===== config.mk =====
export PLATFORM = sky130hd
export DESIGN_NAME = z80_bus_sync
export DESIGN_NICKNAME = d
export VERILOG_FILES = /design/src/rtl/z80_bus_pkg.sv /design/src/rtl/z80_bus_sync_ff.sv /design/src/rtl/z80_bus_sync.sv
export SDC_FILE = /design/constraint.sdc
export NUM_CORES = 1
export LEC_CHECK = 0
export CAP_MARGIN = 20
export CORE_MARGIN = 2
export CORE_UTILIZATION = 35
export DETAILED_ROUTE_END_ITERATION = 8
export PLACE_DENSITY = 0.56
export SLEW_MARGIN = 10
export SYNTH_ARGS = -nofsm -noshare
export SYNTH_HDL_FRONTEND = slang
export SYNTH_SLANG_ARGS = --single-unit

===== constraint.sdc =====
create_clock -name SLOTCLK -period 3.2 [get_ports SLOTCLK]
set_clock_uncertainty 0.15 [all_clocks]
set_input_delay 0.64 -clock SLOTCLK [delete_from_list [all_inputs] [get_ports SLOTCLK]]
set_output_delay 0.64 -clock SLOTCLK [all_outputs]
set_load 0.02 [all_outputs]

===== src/rtl/z80_bus_pkg.sv =====
// z80_bus_pkg: shared FSM state, strobe levels and default timeout for the Z80 slot front end.
package z80_bus_pkg;
    typedef enum logic [1:0] {WAIT_IDLE, IDLE, READ, WRITE} state_t;
    localparam logic STROBE_ACTIVE = 1'b0;
    localparam logic STROBE_INACTIVE = 1'b1;
    localparam int DEFAULT_TIMEOUT_CYCLES = 15;
endpackage


===== src/rtl/z80_bus_sync_ff.sv =====
// sync_ff: multi-stage synchronizer for a bundle of asynchronous inputs.
module sync_ff #(
    parameter int WIDTH = 1,
    parameter int STAGES = 2,
    parameter logic [WIDTH-1:0] RESET_VAL = '0
) (
    input  logic             clk_i,
    input  logic             rst_i,
    input  logic [WIDTH-1:0] d_i,
    output logic [WIDTH-1:0] q_o
);
    logic [WIDTH-1:0] stage_q [STAGES];

    always_ff @(posedge clk_i) begin
        if (rst_i) begin
            for (int i = 0; i < STAGES; i++) stage_q[i] <= RESET_VAL;
        end else begin
            stage_q[0] <= d_i;
            for (int i = 1; i < STAGES; i++) stage_q[i] <= stage_q[i-1];
        end
    end

    assign q_o = stage_q[STAGES-1];
endmodule


===== src/rtl/z80_bus_sync.sv =====
// z80_bus_sync: synchronizes the Z80 slot bus into SLOTCLK and turns each slot memory
// cycle into one read or write strobe with latched address/data.
module z80_bus_sync
    import z80_bus_pkg::*;
#(
    parameter int SYNC_STAGES = 2,
    parameter int TIMEOUT_CYCLES = DEFAULT_TIMEOUT_CYCLES
) (
    input  logic        SLOTCLK,
    input  logic        RESET,
    input  logic [15:0] A,
    input  logic [7:0]  D,
    input  logic        RD,
    input  logic        WR,
    input  logic        MREQ,
    input  logic        IORQ,
    input  logic        M1,
    input  logic        RFSH,
    input  logic        EXSLTSLX,
    output logic [15:0] BUS_A,
    output logic [7:0]  BUS_D,
    output logic        MEM_RD_STB,
    output logic        MEM_WR_STB,
    output logic        ROM_OE_N,
    output logic        BDIR,
    output logic        CYCLE_ACTIVE,
    output logic        TIMEOUT
);
    logic        rd_s, wr_s, mreq_s, iorq_s, m1_s, rfsh_s, sltsl_s;
    logic [15:0] a_s;
    logic [7:0]  d_s;
    logic        start, cyc_end, to_hit, unused_m1;
    state_t      state_q;
    logic [15:0] bus_a_q;
    logic [7:0]  bus_d_q, cnt_q, flush_q;
    logic        rd_stb_q, wr_stb_q, rom_oe_n_q, bdir_q, active_q, timeout_q;

    sync_ff #(.WIDTH(7), .STAGES(SYNC_STAGES), .RESET_VAL({7{STROBE_INACTIVE}})) u_sync_strb (
        .clk_i(SLOTCLK), .rst_i(RESET),
        .d_i({RD, WR, MREQ, IORQ, M1, RFSH, EXSLTSLX}),
        .q_o({rd_s, wr_s, mreq_s, iorq_s, m1_s, rfsh_s, sltsl_s})
    );

    sync_ff #(.WIDTH(24), .STAGES(SYNC_STAGES), .RESET_VAL(24'h0)) u_sync_bus (
        .clk_i(SLOTCLK), .rst_i(RESET), .d_i({A, D}), .q_o({a_s, d_s})
    );

    assign unused_m1 = m1_s;
    assign start = ~sltsl_s & ~mreq_s & rfsh_s & iorq_s;
    assign cyc_end = mreq_s | sltsl_s | (state_q == READ ? rd_s : wr_s);
    assign to_hit = (cnt_q + 8'd1) == 8'(TIMEOUT_CYCLES);

    // flush_q keeps WAIT_IDLE from trusting the synchronizer's reset value while it refills
    always_ff @(posedge SLOTCLK) begin
        if (RESET) begin
            state_q    <= WAIT_IDLE;
            bus_a_q    <= '0;
            bus_d_q    <= '0;
            cnt_q      <= '0;
            flush_q    <= 8'(SYNC_STAGES);
            rd_stb_q   <= 1'b0;
            wr_stb_q   <= 1'b0;
            rom_oe_n_q <= 1'b1;
            bdir_q     <= 1'b0;
            active_q   <= 1'b0;
            timeout_q  <= 1'b0;
        end else begin
            rd_stb_q  <= 1'b0;
            wr_stb_q  <= 1'b0;
            timeout_q <= 1'b0;
            flush_q   <= (flush_q != 8'd0) ? flush_q - 8'd1 : 8'd0;
            case (state_q)
                WAIT_IDLE: if (flush_q == 8'd0 && mreq_s && rd_s && wr_s) state_q <= IDLE;
                IDLE: if (start && (rd_s != wr_s)) begin
                    state_q  <= rd_s ? WRITE : READ;
                    bus_a_q  <= a_s;
                    cnt_q    <= '0;
                    active_q <= 1'b1;
                    if (rd_s) begin
                        bus_d_q  <= d_s;
                        wr_stb_q <= 1'b1;
                    end else begin
                        rd_stb_q   <= 1'b1;
                        rom_oe_n_q <= 1'b0;
                        bdir_q     <= 1'b1;
                    end
                end
                default: begin
                    cnt_q <= cnt_q + {7'd0, cnt_q != 8'hFF};
                    if (cyc_end || to_hit) begin
                        state_q    <= WAIT_IDLE;
                        timeout_q  <= ~cyc_end;
                        rom_oe_n_q <= 1'b1;
                        bdir_q     <= 1'b0;
                        active_q   <= 1'b0;
                    end
                end
            endcase
        end
    end

    assign BUS_A        = bus_a_q;
    assign BUS_D        = bus_d_q;
    assign MEM_RD_STB   = rd_stb_q;
    assign MEM_WR_STB   = wr_stb_q;
    assign ROM_OE_N     = rom_oe_n_q;
    assign BDIR         = bdir_q;
    assign CYCLE_ACTIVE = active_q;
    assign TIMEOUT      = timeout_q;
endmodule


# Yosys cells after proc, flatten, opt, wreduce, memory -nomap -nowiden
# Memory sizes are Yosys's and may differ from the RTL's.
# Index checks and enable logic that the tools add are counted.
[op_classes] addsub=3 n_eq_ne=8 muxes=28 bitwise_logic=17 n_reduce_logical=19
[ops] operator="$mux 24" n=2
[ops] operator="$pmux 8 s2" n=1
[ops] operator="$mux 1" n=14
[ops] operator="$mux 7" n=2
[ops] operator="$reduce_and 3->1" n=3
[ops] operator="$add 8x1->8" n=1
[ops] operator="$add 8x1->8 const B" n=1
[ops] operator="$eq 8x4->1 const B" n=1
[ops] operator="$logic_not 8->1" n=1
[ops] operator="$mux 2" n=4
[ops] operator="$mux 8" n=1
[ops] operator="$ne 8x8->1 const B" n=1
[ops] operator="$not 1->1" n=8
[ops] operator="$reduce_bool 8->1" n=1
[ops] operator="$sub 8x1->8 const B" n=1
[ops] operator="$ne 2x2->1 const B" n=3
[ops] operator="$or 1x1->1" n=6
[ops] operator="$pmux 1 s2" n=3
[ops] operator="$logic_and 1x1->1" n=4
[ops] operator="$pmux 2 s2" n=1
[ops] operator="$reduce_and 2->1" n=2
[ops] operator="$reduce_and 4->1" n=1
[ops] operator="$reduce_or 4->1" n=1
[ops] operator="$and 1x1->1" n=3
[ops] operator="9 further kinds" n=9
[totals] register_bits=48 ram_bits=62 wordCells=89 n_memories=2
[memory_table] memory="u_sync_bus.stage_q" words=2 word_bits=24 rd=2 rd_ports_with_merged_regs=0 write_ports=2 line_no="z80_bus_sync_ff.sv:12" source="logic [WIDTH-1:0] stage_q [STAGES];"
[memory_table] memory="u_sync_strb.stage_q" words=2 word_bits=7 rd=2 rd_ports_with_merged_regs=0 write_ports=2 line_no="z80_bus_sync_ff.sv:12"

# Longest topological paths before layout
[logic_depth] ltp_word=7 depth_mapped=7 ltp_nobuf=7

# Modules after synthesis
# From an unflattened synthesis, not the netlist that was laid out.
[hier_totals] hier_cells=357 area_unflattened_um2=3842.4
[modules_own_cells] module="z80_bus_sync" instances=1 cells_each=196 area_each_um2=1925.6 seq_area_each_um2=960.9
[modules_own_cells] module="sync_ff (u_sync_bus)" instances=1 cells_each=125 area_each_um2=1485.2 seq_area_each_um2=960.9
[modules_own_cells] module="sync_ff (u_sync_strb)" instances=1 cells_each=36 area_each_um2=431.7 seq_area_each_um2=280.3

# Worst setup path after synthesis
# No wires, ideal clock.
[synth_timing] path_type="register to register" start="reg state_q[0]" end="reg rom_oe_n_q, in the netlist ROM_OE_N" t_arrival_ns=1.635 setup_slack_ns=1.293 stages_incl_launch_ff=5 n_path_buf=0 period_less_slack_ns=1.907 cell_sequence="dfxtp_1 or3b_4 or2_4 or3_1 a221o_1"
[synth_via] elab_chain_len=6 word_cells_on_any_way=12
[synth_lines] item="from (decl)" line_no="z80_bus_sync.sv:33" source="state_t state_q;"
[synth_lines] item="from (signal assigned)" line_no="z80_bus_sync.sv:75" source="state_q <= rd_s ? WRITE : READ;"
[synth_lines] item="$eq 2x2->1" line_no="z80_bus_sync.sv:50" source="assign cyc_end = mreq_s | sltsl_s | (state_q == READ ? rd_s : wr_s);"
[synth_lines] item="$mux 1" line_no="z80_bus_sync.sv:50"
[synth_lines] item="$or 1x1->1" line_no="z80_bus_sync.sv:50"
[synth_lines] item="$logic_or 1x1->1" line_no="z80_bus_sync.sv:90" source="if (cyc_end || to_hit) begin"
[synth_lines] item="$reduce_bool 2->1 (no source line)"
[synth_lines] item="$reduce_and 4->1 (no source line)"
[synth_lines] item="to (signal assigned)" line_no="z80_bus_sync.sv:63" source="rom_oe_n_q <= 1'b1;"
[synth_lines] item="to (signal assigned)" line_no="z80_bus_sync.sv:84" source="rom_oe_n_q <= 1'b0;"
[synth_lines] item="to (signal assigned)" line_no="z80_bus_sync.sv:93" source="rom_oe_n_q <= 1'b1;"
[synth_lines] item="to (decl)" line_no="z80_bus_sync.sv:36" source="logic rd_stb_q, wr_stb_q, rom_oe_n_q, bdir_q, active_q, timeout_q;"
# Several ways; a longest one is shown, not always the timed one.
# A chain may end at the register's enable or synchronous reset.

# Worst setup path after layout
[layout_timing] start="reg bus_a_q[5], in the netlist BUS_A[5]" end="out BUS_A[5]"
[layout_lines] item="from (decl)" line_no="z80_bus_sync.sv:34" source="logic [15:0] bus_a_q;"
[layout_lines] item="from (signal assigned)" line_no="z80_bus_sync.sv:76" source="bus_a_q <= a_s;"
[layout_lines] item="to (decl)" line_no="z80_bus_sync.sv:20" source="output logic [15:0] BUS_A,"
# No word-level cell between the ends.

==> impl_metrics.py <==
metrics = {
    "worst_setup_path": {
        "setup.reg_to_reg.worst_slack_ns": 1.16,
        "timing_worst_setup_path_type": "reg2out",
        "critical_path.n_buffers_inverters": 1,
        "critical_path.slowest_cell": "sky130_fd_sc_hd__clkdlybuf4s50_1",
        "worst_ep_arrival_ns": 1.36,
        "timing.critical_path.cells": "clkdlybuf4s50_1",
        "worst_path_largest_cell_delay_ns": 0.62,
        "worstPathRequired_ns": 2.41,
        "rr_startpoint": "state_q[0]",
        "critical_path.max_fanout": 2,
        "critical-path-top-delay-family": "buffers and inverters",
        "rr_endpoint": "cnt_q[5]",
        "cp-end-kind": "primary output",
        "crit_path_start_kind": "flop",
        "timing.reg2reg.worst_path_depth": 4,
    },
    "clock_tree": {
        "ctsResizeCount": 0,
        "clock_tree.root_cell": "sky130_fd_sc_hd__clkbuf_8",
        "clk_transition_reported_paths_ns": 0.09,
        "post-cts-setup-buffer-count": 0,
        "cts-root-to-sink-buffers": 2,
        "clock_insertion_delay_worst_skew_ns": 0.36,
        "cts_tree": "done",
        "tritoncts.num_buffers": 9,
        "ctsHoldBuffers": 0,
        "htreeDepth": 3,
        "sinks_on_clock_net": 108,
    },
    "floorplan": {
        "die_width_um": 104.1,
        "placementRows": 36,
        "dieArea_um2": 10840,
        "initial_core_util_pct": 35.91,
        "height_of_the_die_um": 104.1,
        "design.portCount": 63,
        "core_region_area_um2": 9774,
    },
    "layout": {
        "final_common_cell": "sky130_fd_sc_hd__dfxtp_1",
        "layout-drive-gt1-share_pct": 9.845,
        "areaGrowthSynthToFinish_pct": 27.31,
        "diodes": 0,
        "most-common-layout-cells": "sky130_fd_sc_hd__dfxtp_1, sky130_fd_sc_hd__clkdlybuf4s50_1, sky130_fd_sc_hd__nor2b_1, sky130_fd_sc_hd__nor2_1, sky130_fd_sc_hd__a22o_1",
        "final_net_count": 418,
    },
    "power_and_ir_drop": {
        "cellLeakagePower_nw": 1.621,
        "power_density_relative_to_cell_area_nw_per_um2": 578.5,
        "fin_total_pwr_mw": 2.585,
        "vdd_drop_max_mv": 0.2352,
    },
    "min_path": {
        "worst_hold_startpoint": "u_sync_strb.stage_q[0][0]",
        "holdPathStages": 1,
        "min_delay_worst_endpoint": "u_sync_strb.stage_q[0][7]",
        "hold_path_class": "reg2reg",
    },
    "sta": {
        "post-route-min-period_ns": 2.151,
        "fin_setup_tns_ns": 0,
        "maxSlewHeadroom_pct": 63.74,
        "rsz0062_at_grt": "no",
        "count_of_final_setup_violators": 0,
        "slew_viol_final": 0,
        "fmaxAchievable_mhz": 464.8,
        "final_critical_path_setup_slack_ns": 1.049,
        "worst_pin_slew_ns": 0.5432,
        "finalHoldViolations": 0,
        "min_period_over_period_pct": 67.23,
    },
    "status": {
        "status": "finished, final reports clean",
    },
    "placed_design": {
        "placement.io_buffers": 61,
        "place_ws_ns": 1.192,
        "detailed_place_hpwl_um": 3984,
        "place.gp.congestion": 0.7269,
    },
    "drt": {
        "detail_route.drc_violations": 0,
        "detail_route.iter0.violations": 68,
        "drt_pass1_iterations": 4,
        "totalWireLength_um": 5985,
        "routed-via-count": 2313,
        "post_drt_via_cell_ratio": 4.457,
        "drt_wl_cell_um": 11.53,
        "antenna_left": 0,
    },
    "synthesis": {
        "synth_sequential_area_ratio_pct": 61.60,
        "yosys_warnings": 0,
        "synth-main-ff-cell": "sky130_fd_sc_hd__dfxtp_1",
        "netlist_instances": 319,
        "synth.avg_cell_area_um2": 11.00,
        "synth_seq_cells": 108,
        "synth.net_count": 356,
        "post_synth_main_area_contributors": "sky130_fd_sc_hd__dfxtp_1, sky130_fd_sc_hd__nor2b_1, sky130_fd_sc_hd__a22o_1",
        "yosysTopAreaCellShare_pct": 61.60,
        "synth_enable_flop_cells": 0,
        "synth_cell_types": 38,
        "postSynth.asyncResetShare_pct": 0,
        "post_synth_instance_area_um2": 3510,
        "synth_area_leader_cell": "sky130_fd_sc_hd__dfxtp_1",
    },
    "grt": {
        "global_route.usage.total_pct": 11.64,
        "wire_length_of_the_first_global_routing_pass_um": 10230,
        "maximum_number_of_pins_on_one_net_before_global_route_repair": 42,
        "first_global_vias": 2195,
        "gr-total-overflow": 0,
        "antenna_violations_before_repair": 0,
    },
    "flow_run": {
        "max_cap_violations": 0,
    },
}
worst register-to-register path, stage by stage (launching register included):
cell	delay, ns
sky130_fd_sc_hd__dfxtp_1	0.42
sky130_fd_sc_hd__or3b_4	0.44
sky130_fd_sc_hd__o31a_1	0.39
sky130_fd_sc_hd__or4_1	0.44
sky130_fd_sc_hd__a21oi_1	0.14
through the flow:
step / util (%) / cells / hold WS [ns] / instance area, um2
after floorplan: - / 319 / 0.2395 / 3510
after global placement: 43.57 / 503 / 0.2406 / 4259
after detailed placement: 43.57 / 503 / 0.2453 / 4259
after CTS: 45.71 / 519 / 0.2647 / 4468
after global routing: 45.71 / 519 / 0.2727 / 4468
final: 45.71 / 519 / 0.2625 / 4468
report_power, final:
group	leakage, nW	switching (mW)	total, mW	internal [mW]
Sequential	0.885	0.0496	1.47	1.42
Clock	0.105	0.419	0.862	0.442
Combinational	0.632	0.117	0.251	0.134
registers in the layout, indices dropped and copies added, names as in the netlist:
name,count
MEM_RD_STB,1
cnt_q,8
BDIR,1
MEM_WR_STB,1
flush_q,8
state_q,2
ROM_OE_N,1
u_sync_strb.stage_q,12
CYCLE_ACTIVE,1
BUS_A,16
BUS_D,8
u_sync_bus.stage_q,48
TIMEOUT,1
final cells by class:
cell class | count | area, um2
Fill cell | 938 | 5306
Tap cell | 133 | 166.4
Multi-Input combinational cell | 192 | 1272
Clock inverter | 4 | 73.82
Sequential cell | 108 | 2162
Clock buffer | 12 | 135.1
Inverter | 4 | 15.01
Timing Repair Buffer | 66 | 643.1
routing by layer:
layer  vias to the layer above  part of all wire (%)  track usage [%]
met3                        11                   5.2            3.195
met2                        40                    45            18.52
met1                      1063                    48            14.41
met5                         -                     0                0
met4                         0                   2.0            6.081
li1                       1199                     -                -
how the worst max path moves through the flow:
stage	from	endpoint	slack (ns)	cells after the start
2_1_floorplan	state_q[0]	ROM_OE_N	1.29	4
3_3_place_gp	state_q[0]	cnt_q[5]	1.22	4
3_5_place_dp	state_q[0]	cnt_q[5]	1.19	4
4_1_cts	BUS_A[5]	BUS_A[5]	1.03	1
5_1_grt	BUS_A[5]	BUS_A[5]	1.02	1
6_report	BUS_A[5]	BUS_A[5]	1.05	1
cell families (layout without fill, tap and decap cells):
logic type / Yosys count / after routing / synth area share, %
compound gates: 42 / 42 / 8.984
fa+ha+maj: 4 / 4 / 1.426
flops: 108 / 108 / 61.60
mux: 8 / 8 / 2.282
buf+inv: 19 / 86 / 2.317
simple gates: 132 / 132 / 21.89
xor+xnor: 6 / 6 / 1.498
synthesized netlist by cell type, drive strengths merged (2+ instances only):
library cell and n:
dfxtp 108, nor2b 51, nor2 20, a22o 16, or2 15, clkbuf 12, nand2 11, a21oi 8
mux2i 8, nand3 8, or3 6, nor4 5, o21ai 5, ha 4, inv 4, nor3 4
buf 3, nand2b 3, o21bai 3, xnor2 3, xor2 3, a2111oi 2, a31oi 2, and4 2
nand4 2, o31ai 2, or4 2
No activity file was read; power rests on OpenSTA's default activity.
